[src/rtl/spi_tx_shifter_pkg.sv]
// Shared types and helpers for the SPI MISO transmit engine.
package spi_tx_shifter_pkg;

    typedef enum logic {IDLE = 1'b0, SHIFT = 1'b1} tx_state_t;

    localparam int DEF_WORD_BYTES = 4;
    localparam int DEF_ECC_W      = 6;
    localparam int WORD_W         = DEF_WORD_BYTES * 8 + DEF_ECC_W;

    function automatic int word_width(input int word_bytes, input int ecc_w);
        return word_bytes * 8 + ecc_w;
    endfunction

    // The ECC lane is only transmitted when ECC bits exist and are not hidden.
    function automatic int last_lane(input int word_bytes, input int ecc_w, input logic ecc_en);
        return (ecc_en || ecc_w == 0) ? word_bytes - 1 : word_bytes;
    endfunction

endpackage

[src/rtl/spi_tx_shifter_lane_mux.sv]
// Byte-lane selector: data lanes 0..WORD_BYTES-1, ECC lane WORD_BYTES (zero padded).
module spi_tx_lane_mux
    import spi_tx_shifter_pkg::*;
#(
    parameter int WORD_BYTES = 4,
    parameter int ECC_W      = 6,
    parameter int LANE_W     = 3
) (
    input  logic [word_width(WORD_BYTES, ECC_W)-1:0] word,
    input  logic [LANE_W-1:0]                        lane,
    output logic [7:0]                               lane_byte
);
    localparam int WW = word_width(WORD_BYTES, ECC_W);

    logic [7:0] lanes [WORD_BYTES+1];

    genvar gi;
    generate
        for (gi = 0; gi < WORD_BYTES; gi++) begin : g_data_lane
            assign lanes[gi] = word[gi*8 +: 8];
        end
        if (ECC_W > 0) begin : g_ecc_lane
            assign lanes[WORD_BYTES] = 8'(word[WW-1:WORD_BYTES*8]);
        end else begin : g_no_ecc_lane
            assign lanes[WORD_BYTES] = 8'h00;
        end
    endgenerate

    always_comb begin
        lane_byte = 8'h00;
        for (int i = 0; i <= WORD_BYTES; i++) begin
            if (lane == LANE_W'(i)) lane_byte = lanes[i];
        end
    end

endmodule

[src/rtl/spi_tx_shifter.sv]
// SPI slave MISO engine: serialises memory word lanes or the status register, MSB first,
// with burst lane advance, word refill requests and underrun detection.
module spi_tx_shifter
    import spi_tx_shifter_pkg::*;
#(
    parameter int WORD_BYTES = 4,
    parameter int ECC_W      = 6,
    parameter int STAT_W     = 8,
    parameter int LANE_W     = 3
) (
    input  logic                                     spi_clk_c,
    input  logic                                     spi_frm_rst_n,
    input  logic                                     spi_tx_start,
    input  logic                                     spi_rd_active,
    input  logic                                     spi_cmd_rdsr,
    input  logic                                     spi_ecc_en,
    input  logic                                     spi_tcmd_ecc_bist3,
    input  logic [LANE_W-1:0]                        spi_start_lane,
    input  logic [word_width(WORD_BYTES, ECC_W)-1:0] spi_data_in,
    input  logic                                     spi_data_vld,
    input  logic [STAT_W-1:0]                        spi_status_reg,
    output logic                                     spi_word_req,
    output logic                                     spi_byte_done,
    output logic                                     spi_sda_out,
    output logic                                     spi_sda_out_en,
    output logic                                     spi_tx_underrun
);
    localparam int WW = word_width(WORD_BYTES, ECC_W);

    tx_state_t         state_reg;
    logic [2:0]        bit_cnt_reg;
    logic [7:0]        shift_reg;
    logic [LANE_W-1:0] lane_reg;
    logic [WW-1:0]     word_buf_reg;
    logic              buf_valid_reg;
    logic              pending_reg;
    logic              short_byte_reg;   // current byte was an underrun filler

    logic [LANE_W-1:0] last_lane_c, start_lane_c, next_lane_c, mux_lane_c;
    logic [WW-1:0]     mux_word_c;
    logic [7:0]        lane_byte_c, status_byte_c;
    logic              word_avail_c, needs_refill_c, load_c;

    assign last_lane_c   = LANE_W'(last_lane(WORD_BYTES, ECC_W, spi_ecc_en));
    assign status_byte_c = 8'(spi_status_reg) << (8 - STAT_W);

    always_comb begin
        start_lane_c = spi_start_lane;
        if (spi_tcmd_ecc_bist3 || spi_start_lane > last_lane_c) start_lane_c = '0;
        next_lane_c = lane_reg + 1'b1;
        if (short_byte_reg) next_lane_c = lane_reg;
        else if (spi_tcmd_ecc_bist3 || lane_reg >= last_lane_c) next_lane_c = '0;
        mux_lane_c     = spi_tx_start ? start_lane_c : next_lane_c;
        // A word arriving exactly on the reload edge is used directly.
        mux_word_c     = (spi_tx_start || !buf_valid_reg) ? spi_data_in : word_buf_reg;
        word_avail_c   = spi_tx_start ? spi_data_vld
                                      : (buf_valid_reg || (pending_reg && spi_data_vld));
        needs_refill_c = spi_tcmd_ecc_bist3 || (mux_lane_c == last_lane_c);
    end

    assign load_c = spi_tx_start ||
                    (state_reg == SHIFT && spi_rd_active && bit_cnt_reg == 3'd0);

    spi_tx_lane_mux #(
        .WORD_BYTES (WORD_BYTES),
        .ECC_W      (ECC_W),
        .LANE_W     (LANE_W)
    ) u_lane_mux (
        .word      (mux_word_c),
        .lane      (mux_lane_c),
        .lane_byte (lane_byte_c)
    );

    always_ff @(posedge spi_clk_c or negedge spi_frm_rst_n) begin
        if (!spi_frm_rst_n) begin
            state_reg       <= IDLE;
            bit_cnt_reg     <= 3'd7;
            shift_reg       <= '0;
            lane_reg        <= '0;
            word_buf_reg    <= '0;
            buf_valid_reg   <= 1'b0;
            pending_reg     <= 1'b0;
            short_byte_reg  <= 1'b0;
            spi_sda_out     <= 1'b1;
            spi_sda_out_en  <= 1'b0;
            spi_word_req    <= 1'b0;
            spi_byte_done   <= 1'b0;
            spi_tx_underrun <= 1'b0;
        end else begin
            spi_word_req  <= 1'b0;
            spi_byte_done <= 1'b0;
            if (load_c) begin
                state_reg      <= SHIFT;
                spi_sda_out_en <= 1'b1;
                bit_cnt_reg    <= 3'd7;
                if (spi_tx_start) spi_tx_underrun <= 1'b0;
                if (spi_cmd_rdsr) begin
                    shift_reg      <= status_byte_c;
                    spi_sda_out    <= status_byte_c[7];
                    short_byte_reg <= 1'b0;
                    buf_valid_reg  <= 1'b0;
                    pending_reg    <= 1'b0;
                end else if (word_avail_c) begin
                    shift_reg      <= lane_byte_c;
                    spi_sda_out    <= lane_byte_c[7];
                    lane_reg       <= mux_lane_c;
                    short_byte_reg <= 1'b0;
                    if (needs_refill_c) begin
                        spi_word_req  <= 1'b1;
                        pending_reg   <= 1'b1;
                        buf_valid_reg <= 1'b0;
                    end else begin
                        word_buf_reg  <= mux_word_c;
                        buf_valid_reg <= 1'b1;
                        pending_reg   <= 1'b0;
                    end
                end else begin
                    // Underrun: send zeros, keep the request open, retry this lane next byte.
                    shift_reg       <= '0;
                    spi_sda_out     <= 1'b0;
                    lane_reg        <= mux_lane_c;
                    short_byte_reg  <= 1'b1;
                    spi_tx_underrun <= 1'b1;
                    pending_reg     <= 1'b1;
                    buf_valid_reg   <= 1'b0;
                end
            end else if (!spi_rd_active || state_reg == IDLE) begin
                state_reg      <= IDLE;
                spi_sda_out    <= 1'b0;
                spi_sda_out_en <= 1'b0;
                bit_cnt_reg    <= 3'd7;
                lane_reg       <= '0;
                buf_valid_reg  <= 1'b0;
                pending_reg    <= 1'b0;
                short_byte_reg <= 1'b0;
            end else begin
                bit_cnt_reg   <= bit_cnt_reg - 3'd1;
                spi_sda_out   <= shift_reg[bit_cnt_reg - 3'd1];
                spi_byte_done <= (bit_cnt_reg == 3'd1);
                if (pending_reg && spi_data_vld) begin
                    word_buf_reg  <= spi_data_in;
                    buf_valid_reg <= 1'b1;
                    pending_reg   <= 1'b0;
                end
            end
        end
    end

endmodule
[config.mk]
export PLATFORM = sky130hd
export DESIGN_NAME = spi_tx_shifter
export DESIGN_NICKNAME = d
export VERILOG_FILES = /design/src/rtl/spi_tx_shifter_pkg.sv /design/src/rtl/spi_tx_shifter_lane_mux.sv /design/src/rtl/spi_tx_shifter.sv
export SDC_FILE = /design/constraint.sdc
export NUM_CORES = 1
export LEC_CHECK = 0
export BUFFER_PORTS_ARGS = -buffer_cell sky130_fd_sc_hd__buf_2
export CORE_ASPECT_RATIO = 0.6
export CORE_UTILIZATION = 35
export CTS_BUF_LIST = sky130_fd_sc_hd__clkbuf_16
export CTS_CLUSTER_SIZE = 30
export DETAILED_ROUTE_END_ITERATION = 16
export HOLD_SLACK_MARGIN = 0.02
export PLACE_DENSITY = 0.61
export SLEW_MARGIN = 20
export SYNTH_ARGS = -nofsm -noshare
export SYNTH_HDL_FRONTEND = slang
export SYNTH_SLANG_ARGS = --single-unit
[constraint.sdc]
create_clock -name spi_clk_c -period 3.6 [get_ports spi_clk_c]
set_clock_uncertainty 0.05 [all_clocks]
set_input_delay 0.36 -clock spi_clk_c [delete_from_list [all_inputs] [get_ports spi_clk_c]]
set_output_delay 0.36 -clock spi_clk_c [all_outputs]
set_load 0.05 [all_outputs]
==> impl_metrics.csv, run 1 <==
group,metric,value,unit
floorplan,dieArea,10700,um2
grt,grt_max_degree,43,
floorplan,die_x,133,um
clocking,cts_root_buf,"clkbuf_16",
detailed_routing,wl,9340,um
pwr,power_density,544,nW/um2
clocking,clk_pin_slew,50,ps
logic_synthesis,synth_area,3600,um2
worst_hold_path,hp-class,"input port to register",
logic_synthesis,synthArstFlopShare,100,%
clocking,numCtsBuffers,9,
grt,antenna_found_initial,0,
worst_setup_path,cp-start-kind,"register",
pwr,ir_worst_vdd,282,uV
finish,fin_nets,466,
place,gp_congestion,0.749,
detailed_routing,drc,0,
logic_synthesis,synth_nets,406,
detailed_routing,post_drt_wl_per_cell,17.3,um
finish,diodes,0,
floorplan,ios,62,
grt,track_usage,19.2,%
floorplan,core,9910,um2
pwr,power_leakage,0.00205,uW
floorplan,num_rows,28,
clocking,htreeDepth,3,
finish,multi_input_area,1930,um2
finish,layout.cells.non_filler,539,
detailed_routing,vias,2824,
timing,maxSlewViolCount,0,
logic_synthesis,ys_seq_elements,60,
worst_setup_path,cp_max_fo,38,
grt,grt_pass1_wl,15300,um
timing,final.setup.tns,0,ps
grt,grt_overflow,0,
worst_setup_path,critPathCaptureType,"register",
place,hpwl,6970,um
worst_setup_path,worstSetupPathType,"register to register",
clocking,cts_tree,"done",
logic_synthesis,avgSynthCellArea,10.6,um2
place,port_buffers,61,
finish,largest_reg_flops,38,
logic_synthesis,synth-edff-count,0,
finish,final_core_util,44.0,%
status,outcome,"finished, final reports clean",
logic_synthesis,yosys_warnings,0,
floorplan,start_util,36.3,%
finish,drive_gt1_share,36.1,%
logic_synthesis,synth_seq_area_share,41.9,%
timing,fin_crit,2960,ps
grt,grt_pass1_vias,2845,
run,max-cap-violations,0,
worst_setup_path,cp.arrival,3130,ps
clocking,insertion_delay,330,ps
clocking,numClockSinks,60,
timing,clock.fmax,338,MHz
detailed_routing,drt-pass1-iter-count,4,
worst_setup_path,required,3770,ps
place,dp_cells,522,
logic_synthesis,synthCells,339,
clocking,clockBufferDepth,2,
finish,seqCellArea,1510,um2
floorplan,dieHeight,80.5,um
timing,worst_pin_slew,831,ps
detailed_routing,drt_iter0_drc,163,
timing,max_slew_margin,44.4,%
timing,hold_viol,0,
finish,nFillCells,961,
timing,setup_viol,0,
detailed_routing,antenna_left,0,
timing,rsz0062_at_grt,"no",
logic_synthesis,synth_cell_type_count,52,
logic_synthesis,ys.flop_type,"dfrtp_1",
detailed_routing,viasPerCell,5.24,
timing,fin_crit_sh,82.3,%
finish,syn_to_final_growth,21.1,%
clocking,cts_resized,0,
critical path, stage by stage (launching register included):
cell and delay (ps):
dfrtp_1 420, ha_1 300, a211oi_1 240, o21ai_1 150
o21ai_1 300, a31o_2 340, nand4_4 160, a31oi_4 200
buf_12 280, mux2_2 380
final cells by class:
| cell class | count | area share [%] |
|---|---|---|
| sequential | 60 | 34.6 |
| clock buffer | 9 | 5.17 |
| timing repair buffer | 69 | 8.73 |
| clock inverter | 7 | 2.64 |
| multi-input combinational | 250 | 44.2 |
| inverter | 9 | 0.775 |
| tap | 135 | 3.88 |
stage by stage:
stage | setup WS [ps] | hold slack [ps] | instance area (um2) | power, uW
3_3_place_gp | 587 | 277 | 4010 | 1370
5_1_grt | 440 | 221 | 4360 | 2490
4_1_cts | 658 | 217 | 4360 | 2390
3_5_place_dp | 480 | 292 | 4010 | 1390
6_report | 638 | 222 | 4360 | 2370
2_1_floorplan | 1050 | 14.4 | 3600 | 1250
where the power goes:
group          switching, uW  leakage, uW  internal [uW]
registers               93.1     0.000736            843
clock network            311     0.000163            673
logic                    196      0.00115            256
worst paths after layout:
kind,to,slack [ps],cells past startpoint,startpoint
setup reg to reg,word_buf_reg[4]$_DFFE_PN0P_,640,9,lane_reg[2]$_DFFE_PN0P_
hold reg to reg,shift_reg[6]$_DFFE_PN0N_,450,1,shift_reg[6]$_DFFE_PN0N_
hold / removal,word_buf_reg[28]$_DFFE_PN0P_,220,2,spi_data_in[28]
setup / recovery,word_buf_reg[4]$_DFFE_PN0P_,640,9,lane_reg[2]$_DFFE_PN0P_
max in group asynchronous,word_buf_reg[14]$_DFFE_PN0P_,2100,3,spi_frm_rst_n
min in group asynchronous,spi_byte_done$_DFF_PN0_,460,2,spi_frm_rst_n
metal layers:
layer	global-route usage, %	up-vias	part of all wire, %
li1	-	1346	-
met1	28.9	1377	54
met2	24.9	88	38
met3	6.44	13	7.4
met4	5.86	0	1.1
met5	0	-	0
cell usage in the layout, fill, tap and decap left out, drive strengths merged, types with 2 or more instances in the layout:
master	netlist	routed
mux2i	7	7
a2bb2oi	5	5
o21ai	11	11
and2	3	3
ha	10	10
and3	7	7
nor3	2	2
nand2	63	63
nand4	2	2
nor2b	3	3
o221ai	6	6
a31oi	6	6
a211oi	2	2
o211ai	6	6
nand3	8	8
a41oi	6	6
clkbuf	6	9
a21oi	12	12
mux2	40	40
inv	9	9
nor2	25	25
buf	14	68
nand3b	3	3
xnor2	2	2
bufinv	0	3
a31o	2	2
dfstp	4	4
or2	2	2
mux4	6	6
dfrtp	56	56
clkinv	0	3
a211o	2	2
synth_stat cells (4+ instances only):
cell type   n  area [um2]
mux2_4     20         300
o221ai_1    6        52.6
nand2_1    63         236
o21ai_1     4        20.0
a21oi_1    11        55.1
inv_1       9        33.8
a41oi_1     5        43.8
dfstp_2     4         105
mux2_2     20         225
o211ai_1    6        45.0
nand3_1     8        40.0
and3_1      7        43.8
nor2_1     25        93.8
mux4_2      6         135
mux2i_1     7        70.1
clkbuf_1    6        22.5
buf_2       7        35.0
o21ai_0     7        35.0
ha_1       10         125
dfrtp_1    56        1400
a2bb2oi_1   5        43.8
timing repair:
item                      4_1_cts  5_1_grt
buffers inserted                0        0
hold endpoints to repair       15        0
hold buffers                    1        0
logic make-up after synthesis:
| kind of cell | count (synthesis) | share of synthesized area [%] |
|---|---|---|
| adders and majority gates | 10 | 3.48 |
| DFF | 60 | 41.9 |
| and+or+nand+nor | 121 | 15.3 |
| muxes | 53 | 20.3 |
| buffers and inverters | 29 | 4.59 |
| xor gates and xnor gates | 2 | 0.487 |
| AOI/OAI and AO/OA | 64 | 13.9 |
(Power assumes the default switching activity.)
==> run 2, diff against run 1 <==
- clock period: 3.6 -> 2.8 ns (I/O delays scaled with it)
==> impl_metrics.csv, run 2 (synthesized netlist as in run 1, its figures left out) <==
group,metric,value,unit
detailed_routing,post_drt_wl_per_cell,17.9,um
floorplan,ios,62,
finish,fin_nets,483,
finish,syn_to_final_growth,26.6,%
worst_hold_path,hp-class,"input port to register",
clocking,clockBufferDepth,2,
clocking,htreeDepth,3,
timing,rsz0062_at_grt,"no",
clocking,numClockSinks,60,
clocking,cts_root_buf,"clkbuf_16",
place,port_buffers,61,
finish,final_core_util,45.9,%
pwr,power_leakage,0.00216,uW
finish,largest_reg_flops,38,
place,gp_congestion,0.776,
finish,drive_gt1_share,39.4,%
detailed_routing,drt_iter0_drc,176,
pwr,power_density,655,nW/um2
timing,maxSlewViolCount,0,
timing,clock.fmax,371,MHz
detailed_routing,viasPerCell,5.22,
status,outcome,"finished, final reports clean",
timing,fin_crit_sh,96.2,%
floorplan,start_util,36.3,%
finish,nFillCells,926,
timing,max_slew_margin,52.9,%
detailed_routing,antenna_left,0,
timing,worst_pin_slew,707,ps
grt,grt_pass1_wl,15100,um
worst_setup_path,critPathCaptureType,"register",
place,hpwl,7060,um
worst_setup_path,cp_max_fo,10,
place,dp_cells,534,
grt,grt_pass1_vias,2798,
floorplan,num_rows,28,
floorplan,die_x,133,um
floorplan,dieHeight,80.5,um
timing,final.setup.tns,0,ps
grt,grt_max_degree,39,
clocking,cts_tree,"done",
detailed_routing,drc,0,
grt,grt_overflow,0,
finish,seqCellArea,1510,um2
worst_setup_path,cp-start-kind,"register",
grt,track_usage,18.7,%
finish,diodes,0,
timing,holdWs,150,ps
detailed_routing,vias,2904,
finish,layout.cells.non_filler,556,
clocking,numCtsBuffers,9,
timing,setup_viol,0,
clocking,clk_pin_slew,50,ps
timing,hold_viol,0,
worst_setup_path,cp.arrival,2850,ps
timing,fin_crit,2690,ps
finish,final_common_cell,"nand2_1",
clocking,insertion_delay,330,ps
place,dp_worst_setup_slack,-18.1,ps
detailed_routing,wl,9950,um
worst_setup_path,required,2960,ps
floorplan,core,9910,um2
worst_setup_path,worstSetupPathType,"register to register",
detailed_routing,drt-pass1-iter-count,4,
grt,antenna_found_initial,0,
finish,final_cell_mix,"63 x nand2_1, 61 x buf_2, 56 x dfrtp_1",
finish,multi_input_area,1960,um2
timing,layout_setup_ws,108,ps
floorplan,dieArea,10700,um2
run,max-cap-violations,0,
pwr,ir_worst_vdd,354,uV
## run 2: path summary, 6_finish.rpt
path                                           from                           end  slack [ps]  cells after the start
min reg2reg                shift_reg[6]$_DFFE_PN0N_      shift_reg[6]$_DFFE_PN0N_         450                      1
max in group asynchronous             spi_frm_rst_n  word_buf_reg[10]$_DFFE_PN0P_        1580                      3
min                                  spi_data_in[5]   word_buf_reg[5]$_DFFE_PN0P_         150                      2
max reg2reg                 lane_reg[1]$_DFFE_PN0P_  word_buf_reg[11]$_DFFE_PN0P_         110                     10
min in group asynchronous             spi_frm_rst_n       spi_byte_done$_DFF_PN0_         480                      2
max                         lane_reg[1]$_DFFE_PN0P_  word_buf_reg[11]$_DFFE_PN0P_         110                     10
## run 2: layout make-up
type                    instances  share of cell area (%)
clock buffers                   9                    4.95
well taps                     135                    3.71
multi-input cells             250                    43.0
flip-flops and latches         60                    33.1
inverters                       9                   0.742
repair buffers                 86                    12.7
clock inverters                 7                    1.81
## run 2: metrics by stage
stage / power (uW) / area (um2)
final: 2980 / 4550
after floorplan: 1610 / 3600
after global routing: 3120 / 4550
after CTS: 2990 / 4430
after detailed placement: 1810 / 4110
after global placement: 1780 / 4110
## run 2: report_power, final
part	internal, uW	total [uW]	leakage [uW]	switching, uW
Sequential	1080	1200	0.000736	119
Clock	766	1160	0.000149	391
Combinational	355	623	0.00127	268
Total	2210	2980	0.00216	779
## run 2: metal layers
metal / track usage (%) / wire, um / share of wire (%) / vias to the layer above
met5: 0 / 0 / 0 / -
met4: 5.75 / 70 / 0.70 / 0
met3: 6.94 / 918 / 9.2 / 8
met2: 24.8 / 3820 / 38 / 103
met1: 27.3 / 5140 / 52 / 1421
li1: - / - / - / 1372
## run 2: repair_timing
item / in CTS / in global routing
gates resized for setup: 0 / 7
endpoints found under the setup margin: 0 / 44
hold endpoints to repair: 24 / 0
buffers inserted: 0 / 1
hold buffers: 1 / 0
## run 2: worst max-delay path, stage by stage (launching register included)
cell       delay [ps]
dfrtp_1           420
ha_1              210
a211oi_2          230
o21ai_2           120
a211o_1           340
a21oi_2           190
a31oi_4           130
a31oi_4           230
buf_12            160
clkbuf_16         180
mux2_4            300
==> run 3, diff against run 2 <==
- CAP_MARGIN: default -> 20
- CTS_BUF_LIST: sky130_fd_sc_hd__clkbuf_16 -> sky130_fd_sc_hd__clkbuf_4
- SYNTH_HIERARCHICAL: default -> 1
==> impl_metrics.csv, run 3 <==
group,metric,value,unit
place,placed_area,4210,um2
finish,drive_gt1_share,51.8,%
clocking,cts_tree,"done",
detailed_routing,drt_iter0_drc,123,
finish,final_cell_area,4810,um2
finish,syn_to_final_growth,31.6,%
floorplan,core,10000,um2
worst_setup_path,cp_max_fo,9,
timing,layout_setup_ws,-24.1,ps
timing,maxSlewViolCount,0,
logic_synthesis,synthArstFlopShare,100,%
detailed_routing,vias,2860,
logic_synthesis,synth_seq_area_share,41.2,%
clocking,insertion_delay,430,ps
pwr,power_leakage,0.00219,uW
grt,grt_pass1_wl,15100,um
detailed_routing,antenna_left,0,
worst_setup_path,worstSetupPathType,"register to register",
detailed_routing,viasPerCell,5.18,
timing,clock.fmax,354,MHz
timing,final.setup.tns,-228,ps
logic_synthesis,synth-edff-count,0,
logic_synthesis,synth_area,3660,um2
detailed_routing,wl,9850,um
logic_synthesis,avgSynthCellArea,11.9,um2
floorplan,dieArea,10900,um2
finish,fin_nets,479,
run,max-cap-violations,0,
pwr,swShare,29.5,%
status,violations,"negative setup slack",
detailed_routing,drc,0,
place,hpwl,6780,um
floorplan,die_x,134,um
finish,largest_reg_flops,38,
timing,fin_crit,2820,ps
logic_synthesis,synthCells,306,
worst_setup_path,critPathCaptureType,"register",
clocking,numClockSinks,60,
detailed_routing,post_drt_wl_per_cell,17.8,um
timing,setup_viol,19,
clocking,clockBufferDepth,2,
logic_synthesis,yosysTopAreaCellShare,38.3,%
detailed_routing,drt-pass1-iter-count,4,
pwr,ir_worst_vdd,191,uV
logic_synthesis,synth_commonest_cells,"62 x mux2_2, 56 x dfrtp_1, 21 x mux2_4",
timing,worst_pin_slew,490,ps
floorplan,start_util,36.5,%
worst_setup_path,crit_start,"lane_reg[2]$_DFFE_PN0P_",
pwr,power_density,533,nW/um2
floorplan,num_rows,28,
worst_setup_path,cp-start-kind,"register",
finish,final_cell_mix,"61 x buf_2, 55 x dfrtp_1, 42 x mux2_2",
grt,antenna_found_initial,0,
grt,grt_pass1_vias,2865,
logic_synthesis,ys_seq_elements,60,
pwr,p_int,1810,uW
grt,grt_overflow,0,
pwr,p_sw,757,uW
clocking,htreeDepth,3,
status,outcome,"finished, violations left",
finish,final_common_cell,"buf_2",
floorplan,ios,62,
worst_setup_path,cp.arrival,3090,ps
worst_hold_path,worstHoldStart,"spi_data_in[16]",
timing,hold_viol,0,
floorplan,dieHeight,81.2,um
worst_setup_path,reg2reg_from,"lane_reg[2]$_DFFE_PN0P_",
place,port_buffers,61,
logic_synthesis,synth_cell_type_count,48,
pwr,clkPwrFrac,20.0,%
timing,max_slew_margin,67.3,%
logic_synthesis,ys.flop_type,"dfrtp_1",
worst_hold_path,hp-class,"input port to register",
clocking,cts_root_buf,"clkbuf_4",
finish,diodes,0,
worst_setup_path,required,3060,ps
place,dp_worst_setup_slack,-180,ps
pwr,combPwrFrac,33.4,%
logic_synthesis,yosysMostFrequentCell,"mux2_2",
clocking,clk_pin_slew,100,ps
timing,fin_crit_sh,101,%
logic_synthesis,yosysTopAreaCell,"dfrtp_1",
logic_synthesis,synth_area_leaders,"dfrtp_1 38%, mux2_2 19%, mux2_4 8.6%",
timing,rsz0062_at_grt,"yes",
grt,track_usage,18.9,%
place,gp_congestion,0.887,
pwr,seqPwrFrac,46.7,%
grt,grt_max_degree,32,
clocking,numCtsBuffers,9,
logic_synthesis,yosys_warnings,6,
logic_synthesis,synth_nets,373,
[run 3: cell count changes in the layout (fill, tap and decap cells not counted), sizes merged, moves of 6 or more]
cell	change
o21ai	+9
a31oi	-6
o221ai	-6
mux2	+43
nand2	-43
o211ai	-6
nor2	-15
dlygate4sd3	+18
a32oi	+7
buf	+8
[run 3: timing repair]
item                                   CTS  global route
setup buffers                            3             2
endpoints found under the hold margin   37             1
gates resized for setup                  8            38
hold buffers                            18             1
pin swaps                                5             9
gates cloned                             2             3
setup endpoints to repair               47            45
[run 3: critical path: stages (launching register included)]
cell	delay (ps)
dfrtp_2	460
ha_4	290
nand2_1	50
o21ai_1	170
a21oi_2	90
a32o_2	280
buf_4	140
and4_4	180
o31ai_4	270
buf_6	150
bufbuf_16	280
mux2_4	300
[run 3: area by class of cell]
cell class	count	area, um2
sequential	60	1510
fill	948	5210
clock inverter	4	16.3
tap	135	169
inverter	14	52.6
multi-input combinational	214	2080
timing repair buffer	113	896
clock buffer	12	90.1
[run 3: cells by family (layout without fill, tap and decap cells)]
logic type,after synthesis,in the layout,share of synthesized area (%)
AOI/OAI and AO/OA,56,56,10.8
xor gates and xnor gates,3,3,0.719
adders and majority gates,10,10,3.42
buffers and inverters,32,143,5.20
DFF,60,60,41.2
muxes,89,89,30.8
and+or+nand+nor,56,56,7.80
[run 3: metrics by stage]
stage | std cells | util [%] | total power [uW] | hold WS [ps]
6_report | 552 | 48.0 | 2560 | 48.6
5_1_grt | 552 | 48.0 | 2710 | 30.3
4_1_cts | 546 | 46.1 | 2490 | 20.8
3_5_place_dp | 507 | 42.0 | 1930 | 227
3_3_place_gp | 507 | 42.0 | 1890 | 225
2_1_floorplan | 306 | - | 1700 | -65.6
[run 3: worst paths after layout]
kind,to,slack [ps],depth (start not counted)
worst max-delay path,word_buf_reg[25]$_DFFE_PN0P_,-20,11
worst min-delay path,word_buf_reg[16]$_DFFE_PN0P_,50,2
worst max register to register,word_buf_reg[25]$_DFFE_PN0P_,-20,11
worst min register to register,shift_reg[2]$_DFFE_PN0N_,450,2
max in group asynchronous,spi_sda_out$_DFF_PN1_,1700,3
min in group asynchronous,word_buf_reg[4]$_DFFE_PN0P_,290,2
[run 3: power groups by stage]
stage | sequential, uW | combinational (uW) | clock, uW
after floorplan | 1180 | 517 | 0
after global placement | 1190 | 708 | 0
after detailed placement | 1200 | 729 | 0
after CTS | 1180 | 770 | 533
after global routing | 1220 | 924 | 568
final | 1200 | 855 | 512
[run 3: routing by layer]
layer	vias to the layer above	part of all wire (%)	global-route usage, %
li1	1328	-	-
met1	1435	51	27.1
met2	86	42	26.9
met3	11	6.3	5.81
met4	0	0.96	5.80
met5	-	0	0
